`src/rtl/wen_burst_pkg.sv`:
```
// Shared types and helpers for the word-enable burst decoder.
// Optional checker macro used by the top level: WEN_BURST_ONEHOT_CHK_EN.
package wen_burst_pkg;

  typedef enum logic {
    IDLE   = 1'b0,
    ACTIVE = 1'b1
  } state_t;

  // Widest enable vector the helpers support (ADDR_W up to 7).
  localparam int unsigned MAX_WEN = 256;

  // One-hot decode of a binary address; out-of-range addresses give zero.
  function automatic logic [MAX_WEN-1:0] onehot_dec(input int unsigned addr);
    logic [MAX_WEN-1:0] v;
    v = '0;
    if (addr < MAX_WEN) v[addr[7:0]] = 1'b1;
    return v;
  endfunction

  // Advance an address by one, wrapping at the last implemented word.
  function automatic int unsigned next_addr(input int unsigned addr,
                                            input int unsigned depth);
    return (addr == depth - 32'd1) ? 32'd0 : addr + 32'd1;
  endfunction

endpackage

```
`src/rtl/wen_onehot_dec.sv`:
```
// Combinational ADDR_W-to-2**ADDR_W one-hot decoder. Output is zero
// unless enabled and the address falls inside the implemented DEPTH words.
module wen_onehot_dec
  import wen_burst_pkg::*;
#(
  parameter int ADDR_W = 3,
  parameter int DEPTH  = 8
) (
  input  logic [ADDR_W-1:0]    addr,
  input  logic                 en,
  output logic [2**ADDR_W-1:0] wen
);

  localparam int WEN_W = 2**ADDR_W;

  logic [MAX_WEN-1:0] full;
  logic               in_range;
  logic               unused_hi;

  // Decode through the shared helper and gate with enable and range.
  always_comb begin
    full      = onehot_dec(32'(addr));
    in_range  = 32'(addr) < 32'(DEPTH);
    wen       = (en && in_range) ? full[WEN_W-1:0] : '0;
    unused_hi = ^full[MAX_WEN-1:WEN_W];
  end

endmodule

```
`src/rtl/wen_burst_decoder.sv`:
```
// Burst word-enable decoder: accepts (addr, len) commands and emits one
// registered one-hot word enable per beat, wrapping at DEPTH-1.
// Handshakes: a transfer happens on a rising clk edge where valid and ready
// are both high; valid, once raised by this block, stays up with stable
// data until the transfer (or an abort/reset) takes place.
// Optional feature macro: WEN_BURST_ONEHOT_CHK_EN (sticky onehot_err output
// plus a simulation assertion on the registered wen invariant).
module wen_burst_decoder
  import wen_burst_pkg::*;
#(
  parameter int ADDR_W = 3,
  parameter int DEPTH  = 8,
  parameter int LEN_W  = 4
) (
  input  logic                 clk,
  input  logic                 rst_n,
  input  logic                 cmd_valid,
  output logic                 cmd_ready,
  input  logic [ADDR_W-1:0]    cmd_addr,
  input  logic [LEN_W-1:0]     cmd_len,
  input  logic                 abort,
  output logic [2**ADDR_W-1:0] wen,
  output logic                 wen_valid,
  input  logic                 wen_ready,
  output logic [ADDR_W-1:0]    cur_addr,
  output logic                 busy,
  output logic                 done,
  output logic                 cmd_err,
`ifdef WEN_BURST_ONEHOT_CHK_EN
  output logic                 onehot_err,
`endif
  output state_t               dbg_state
);

  localparam int WEN_W = 2**ADDR_W;

  state_t              state, state_nxt;
  logic [ADDR_W-1:0]   addr_nxt;
  logic [LEN_W-1:0]    rem_q, rem_nxt;
  logic                done_nxt, err_nxt, active_nxt;
  logic [WEN_W-1:0]    wen_nxt;
  logic                bad_cmd;

  assign dbg_state = state;
  assign cmd_ready = rst_n && (state == IDLE);
  assign bad_cmd   = ({1'b0, cmd_addr} >= (ADDR_W+1)'(DEPTH)) || (cmd_len == '0);

  // Next-state, next-address and pulse computation for the burst FSM.
  always_comb begin
    state_nxt = state;
    addr_nxt  = cur_addr;
    rem_nxt   = rem_q;
    done_nxt  = 1'b0;
    err_nxt   = 1'b0;
    case (state)
      IDLE: begin
        if (cmd_valid) begin
          if (bad_cmd) begin
            err_nxt = 1'b1;
          end else begin
            state_nxt = ACTIVE;
            addr_nxt  = cmd_addr;
            rem_nxt   = cmd_len;
          end
        end
      end
      ACTIVE: begin
        if (abort) begin
          state_nxt = IDLE;
          addr_nxt  = '0;
          rem_nxt   = '0;
        end else if (wen_ready) begin
          if (rem_q == LEN_W'(1)) begin
            state_nxt = IDLE;
            addr_nxt  = '0;
            rem_nxt   = '0;
            done_nxt  = 1'b1;
          end else begin
            addr_nxt = ADDR_W'(next_addr(32'(cur_addr), 32'(DEPTH)));
            rem_nxt  = rem_q - LEN_W'(1);
          end
        end
      end
      default: state_nxt = IDLE;
    endcase
    active_nxt = (state_nxt == ACTIVE);
  end

  // The registered enable is decoded from the next-state address.
  wen_onehot_dec #(
    .ADDR_W (ADDR_W),
    .DEPTH  (DEPTH)
  ) u_dec (
    .addr (addr_nxt),
    .en   (active_nxt),
    .wen  (wen_nxt)
  );

  // FSM state and all output registers.
  always_ff @(posedge clk or negedge rst_n) begin
    if (!rst_n) begin
      state     <= IDLE;
      cur_addr  <= '0;
      rem_q     <= '0;
      wen       <= '0;
      wen_valid <= 1'b0;
      busy      <= 1'b0;
      done      <= 1'b0;
      cmd_err   <= 1'b0;
    end else begin
      state     <= state_nxt;
      cur_addr  <= addr_nxt;
      rem_q     <= rem_nxt;
      wen       <= wen_nxt;
      wen_valid <= active_nxt;
      busy      <= active_nxt;
      done      <= done_nxt;
      cmd_err   <= err_nxt;
    end
  end

`ifdef WEN_BURST_ONEHOT_CHK_EN
  logic multi_hot, out_of_range, stray, chk_bad;

  // Invariant on the registered enable: one-hot or zero, in range, and
  // zero exactly when no beat is live.
  always_comb begin
    multi_hot    = |(wen & (wen - WEN_W'(1)));
    out_of_range = (wen >> DEPTH) != '0;
    stray        = !wen_valid && (wen != '0);
    chk_bad      = multi_hot || out_of_range || stray
                   || (wen_valid && (wen == '0));
  end

  // Sticky error flag, cleared only by reset.
  always_ff @(posedge clk or negedge rst_n) begin
    if (!rst_n) onehot_err <= 1'b0;
    else        onehot_err <= onehot_err | chk_bad;
  end

  a_onehot: assert property (@(posedge clk) disable iff (!rst_n) !chk_bad);
`endif

endmodule

```
`config.mk`:
```
export PLATFORM = sky130hd
export DESIGN_NAME = wen_burst_decoder
export DESIGN_NICKNAME = d
export VERILOG_FILES = /design/src/rtl/wen_burst_pkg.sv /design/src/rtl/wen_onehot_dec.sv /design/src/rtl/wen_burst_decoder.sv
export SDC_FILE = /design/constraint.sdc
export NUM_CORES = 1
export LEC_CHECK = 0
export ABC_AREA = 1
export CAP_MARGIN = 15
export CORE_AREA = 2 2 48 59
export DETAILED_ROUTE_END_ITERATION = 7
export DIE_AREA = 0 0 50 61
export PLACE_DENSITY_LB_ADDON = 0.2
export SLEW_MARGIN = 20
export SYNTH_ARGS = -nofsm -noshare
export SYNTH_HDL_FRONTEND = slang
export SYNTH_SLANG_ARGS = --single-unit
```
`constraint.sdc`:
```
create_clock -name clk -period 1.5 [get_ports clk]
set_clock_uncertainty 0.1 [all_clocks]
set_input_delay 0.225 -clock clk [delete_from_list [all_inputs] [get_ports clk]]
set_output_delay 0.225 -clock clk [all_outputs]
set_load 0.005 [all_outputs]
```
**Word-level counts from Yosys, hierarchy flattened**

Cells that the tools add are included.

- Input bits: 12
- Logic and storage cells: 49
- Register bits after elaboration: 18

- Muxes and demuxes: 29
- Eq/ne operators: 5
- Reduce and logical (&&, ||, !) cells: 4
- $add $sub $neg: 2
- Bitwise operators: 1
- Order comparisons: 2

Operators by type and width:

| operator | count |
|---|---|
| $mux 4 | 5 |
| $mux 3 | 6 |
| $mux 1 | 13 |
| $lt 3x9->1 const B | 1 |
| $mux 8 | 1 |
| $pmux 4 s2 | 1 |
| $pmux 3 s2 | 1 |
| $eq 4x1->1 const B | 1 |
| $logic_not 4->1 | 1 |
| $ne 2x2->1 const B | 2 |
| $sub 4x1->4 const B | 1 |
| $add 3x1->3 const B | 1 |
| $demux 1 s3 | 1 |
| $eq 3x3->1 const B | 1 |
| $ge 3x1->1 const B | 1 |
| $ne 3x3->1 const B | 1 |
| $reduce_and 3->1 | 1 |
| $logic_and 1x1->1 | 2 |
| $pmux 1 s2 | 1 |
| $not 1->1 | 1 |

**Depth between registers and ports, before layout**

- Word-level depth: 11
- Mapped depth: 9
- Depth with buffers taken out: 9

**Modules after synthesis**

A second synthesis with hierarchy kept.

- Cell total of the unflattened synthesis: 115
- Area total of the unflattened synthesis: 923.4 um2

By module, submodules not included:

| module | cells an instance | times used | area each (um2) |
|---|---|---|---|
| wen_burst_decoder | 98 | 1 | 859.6 |
| wen_onehot_dec | 17 | 1 | 63.8 |

**Worst setup path before layout**

Ideal clock, no wire load.

- Path kind: flip-flop to flip-flop
- From: reg cur_addr[0]
- To: reg wen[0]
- Path slack: -0.020 ns
- Stages on the path, launching flop included: 10
- Required time: 1.283 ns
- Arrival: 1.303 ns
- Clock period less this slack: 1.520 ns
- Cells stage by stage: dfrtp_1 > ha_1 > ha_1 > nand2_1 > o21ai_0 > nand3_1 > nand2_1 > inv_1 > nand2_1 > nor2_1

- Longest elaborated chain between the ends: 11
- Elaborated cells on any way between the ends: 15

Ends and longest elaborated chain:

| what | line | RTL |
|---|---|---|
| start, declared | wen_burst_decoder.sv:25 | `output logic [ADDR_W-1:0] cur_addr,` |
| start signal, assigned | wen_burst_decoder.sv:112 | `cur_addr <= addr_nxt;` |
| $add 3x1->3 or $eq 3x3->1 (tied branches) | wen_burst_pkg.sv:24 | `return (addr == depth - 32'd1) ? 32'd0 : addr + 32'd1;` |
| $mux 3 * | wen_burst_pkg.sv:24 |  |
| $mux 3 * | wen_burst_decoder.sv:73 | `if (rem_q == LEN_W'(1)) begin` |
| $mux 3 * | wen_burst_decoder.sv:72 | `end else if (wen_ready) begin` |
| $mux 3 * | wen_burst_decoder.sv:68 | `if (abort) begin` |
| $pmux 3 s2 * | wen_burst_decoder.sv:55 | `case (state)` |
| named net addr_nxt[2] | wen_burst_decoder.sv:38 | `logic [ADDR_W-1:0] addr_nxt;` |
| $lt 3x9->1 (implied by the code) or $ge 3x1->1 (tied branches) | wen_burst_pkg.sv:17 | `if (addr < MAX_WEN) v[addr[7:0]] = 1'b1;` |
| $logic_and 1x1->1 (implied by the code) | wen_burst_pkg.sv:17 |  |
| $mux 1 (implied by the code) | wen_burst_pkg.sv:17 |  |
| $demux 1 s3 * | n/a |  |
| $mux 8 * | wen_onehot_dec.sv:24 | `wen = (en && in_range) ? full[WEN_W-1:0] : '0;` |
| named net u_dec.wen[0] | wen_onehot_dec.sv:11 | `output logic [2**ADDR_W-1:0] wen` |
| end signal, assigned | wen_burst_decoder.sv:114 | `wen <= wen_nxt;` |
| end, declared | wen_burst_decoder.sv:22 | `output logic [2**ADDR_W-1:0] wen,` |

Mark *: on every way through the listed nets, which the timed path passes. The rest lies on a longest branch.
A chain may end at the register's enable or synchronous reset.

**Final worst setup path**

- From: reg cur_addr[1]
- To: reg wen[1]

Same word-level chain as after synthesis.

==> impl_metrics.csv <==
group,metric,value,unit
sta,rsz0062_at_grt,"true",
sta,worst_slew_pin_slew,247,ps
global_routing,grt_pass1_vias,917,
detailed_routing,via_count,914,
yosys,syn_inst,117,
setup_path,startpoint_type,"flop",
pwr,powerDensity,1610,nW/um^2
yosys,synthesis.nets,133,
clocking,clockRootBuffer,"clkbuf_4",
sta,fin_crit,1560,ps
yosys,synth_cell_type_count,20,
clocking,cts_made_buffers,3,
clocking,clk_pin_slew_worst_paths,100,ps
run_status,violations,"setup timing",
detailed_routing,ant_nets,0,
detailed_routing,avgRoutedWirePerCell,11.5,um
yosys,synth.area.top_cells,"dfrtp_1 (46%), nand2_1 (11%), nor2_1 (7.4%)",
yosys,syn_area,970,um^2
setup_path,r2r-end,"wen[1]",
layout,diodes,0,
yosys,synth-seq-cells,18,
layout,layout_commonest_cell,"buf_4",
hold_path,hold_path.class,"in -> async",
detailed_routing,remaining_drc_errors,0,
layout,fin_nets,186,
die,start_util,39.1,%
setup_path,worstSetupPathType,"reg -> reg",
die,ios,29,
layout,drive_above_1_share,30.8,%
yosys,ys_warn_count,0,
placement,pre_cts_ws,-219,ps
placement,dp_hpwl,1780,um
run_status,status,"complete, but fails checks",
yosys,synth_top_area_share,46.5,%
yosys,seq_area_frac_synth,46.5,%
layout,fin_util,61.3,%
layout,num-fill-cells,232,
clocking,cts_hold_buf,0,
detailed_routing,drt_wl_total,2320,um
setup_path,crit_arrival,1660,ps
sta,worst_slack,-61.5,ps
die,dieArea,3050,um^2
layout,final_cell_mix,"buf_4 (22), nand2_1 (21), nor2_1 (19), clkdlybuf4s50_1 (18), dfrtp_1 (17)",
clocking,cts.sinks,18,
clocking,h-tree-depth,1,
setup_path,end_kind,"flop",
sta,relSlewSlack,83.5,%
yosys,avgSynthCellArea,8.29,um^2
setup_path,cp.required,1600,ps
placement,io_buffers,28,
setup_path,r2r_start,"cur_addr[1]",
clocking,clock_path_buffers,2,
job,drv_cap,0,
global_routing,antenna_found_initial,0,
sta,final_hold_viol_count,0,
yosys,synth_largest_area_cell,"dfrtp_1",
setup_path,ff2ff_setup_slack,-60,ps
die,die_w,50,um
setup_path,reg2reg_depth,9,
global_routing,overflow,0,
detailed_routing,firstDrtPassIters,4,
die,die_h,61,um
sta,fmax,640,MHz
setup_path,cp_max_fo,4,
pwr,ir_drop,0.000863,V
global_routing,grt_start_max_net_pins,19,
global_routing,grt_pass1_wl,3890,um
global_routing,track_usage,16.8,%
die,row_count,20,
sta,finalMaxSlewViolations,0,
clocking,cts_tree,"yes",
clocking,clk-insertion-delay-late,290,ps
detailed_routing,viasPerCell,4.52,
sta,final.period_utilization,104,%
sta,finalSetupViolations,8,
detailed_routing,drtIter0Drc,9,
layout,area_growth,56.5,%
die,core_area,2480,um^2
placement,globalplace.congestion,0.790,
pwr,p_leak,0.000813,uW
==> where the power goes <==
part / internal, uW / switching [uW]
clock: 148 / 149
combinational: 706 / 733
sequential: 639 / 76.2
==> how the worst max path moves through the flow <==
stage / from / to / slack [ps] / cells past startpoint
global placement: cmd_len[1] / wen[4] / -190 / 8
global route: cur_addr[1] / wen[0] / -150 / 9
detailed placement: cmd_len[3] / wen[1] / -220 / 8
finish: cur_addr[1] / wen[1] / -60 / 9
CTS: cur_addr[1] / wen[1] / -60 / 9
floorplan: cur_addr[0] / wen[0] / 6 / 9
==> worst max-delay path: stages, from the launching register on <==
cell,delay [ps]
dfrtp_1,400
ha_2,210
ha_4,260
nand2_2,40
o21ai_1,60
nand3_1,100
nand2_2,130
inv_2,60
nand2_2,70
nor2_1,40
==> registers in the layout, indices dropped and copies added, names as in the netlist <==
signal	cells
cmd_err	1
rem_q	4
wen	8
cur_addr	3
dbg_state	1
done	1
==> cells in the mapped netlist <==
cell	count
nand2_1	28
nor2_1	19
dfrtp_1	18
inv_1	13
o21ai_0	7
nand3_1	6
ha_1	4
nand2_4	3
nand3b_1	3
a21oi_1	2
buf_4	2
nand2_2	2
nand3_2	2
nor2_2	2
inv_2	1
nand4_1	1
nor2_8	1
nor3_1	1
o21ai_2	1
xnor2_1	1
==> final cells by class <==
cell class | count | area [um^2] | share of cell area [%]
inverter | 14 | 55.1 | 3.63
tap | 33 | 41.3 | 2.72
timing repair buffer | 50 | 440 | 29.0
multi-input combinational | 83 | 493 | 32.5
sequential | 18 | 452 | 29.8
clock buffer | 4 | 36.3 | 2.39
==> layer usage <==
metal	wire length (um)	up-vias	track usage (%)
met3	92	2	2.46
met4	16	0	5.95
li1	-	470	-
met2	1230	25	31.6
met1	982	417	19.3
met5	0	-	0
==> repair_timing <==
item                                    CTS  global route
endpoints found under the setup margin   16            16
gates resized for setup                  18             8
endpoints found under the hold margin     0             0
pin swaps                                 9             4
buffers inserted                          3             1
==> cell families (layout without fill, tap and decap cells) <==
group | after synthesis | count (layout) | synth area share, %
compound gates | 10 | 10 | 5.55
xor+xnor | 1 | 1 | 0.903
fa+ha+maj | 4 | 4 | 5.16
buf+inv | 16 | 68 | 6.97
flops | 18 | 18 | 46.5
simple gates | 68 | 68 | 35.0
==> stage by stage <==
stage                     std cells  hold slack, ps  setup TNS, ps  area [um^2]  total power, uW
final                           202             188           -311         1520             2450
after global routing            202             219          -1070         1520             2670
after CTS                       201             191           -292         1490             2440
after detailed placement        194             413          -2690         1410             2060
after global placement          194             404          -2240         1410             2040
after floorplan                 117            -171              0          972             1420
No activity file was read; power rests on OpenSTA's default activity.
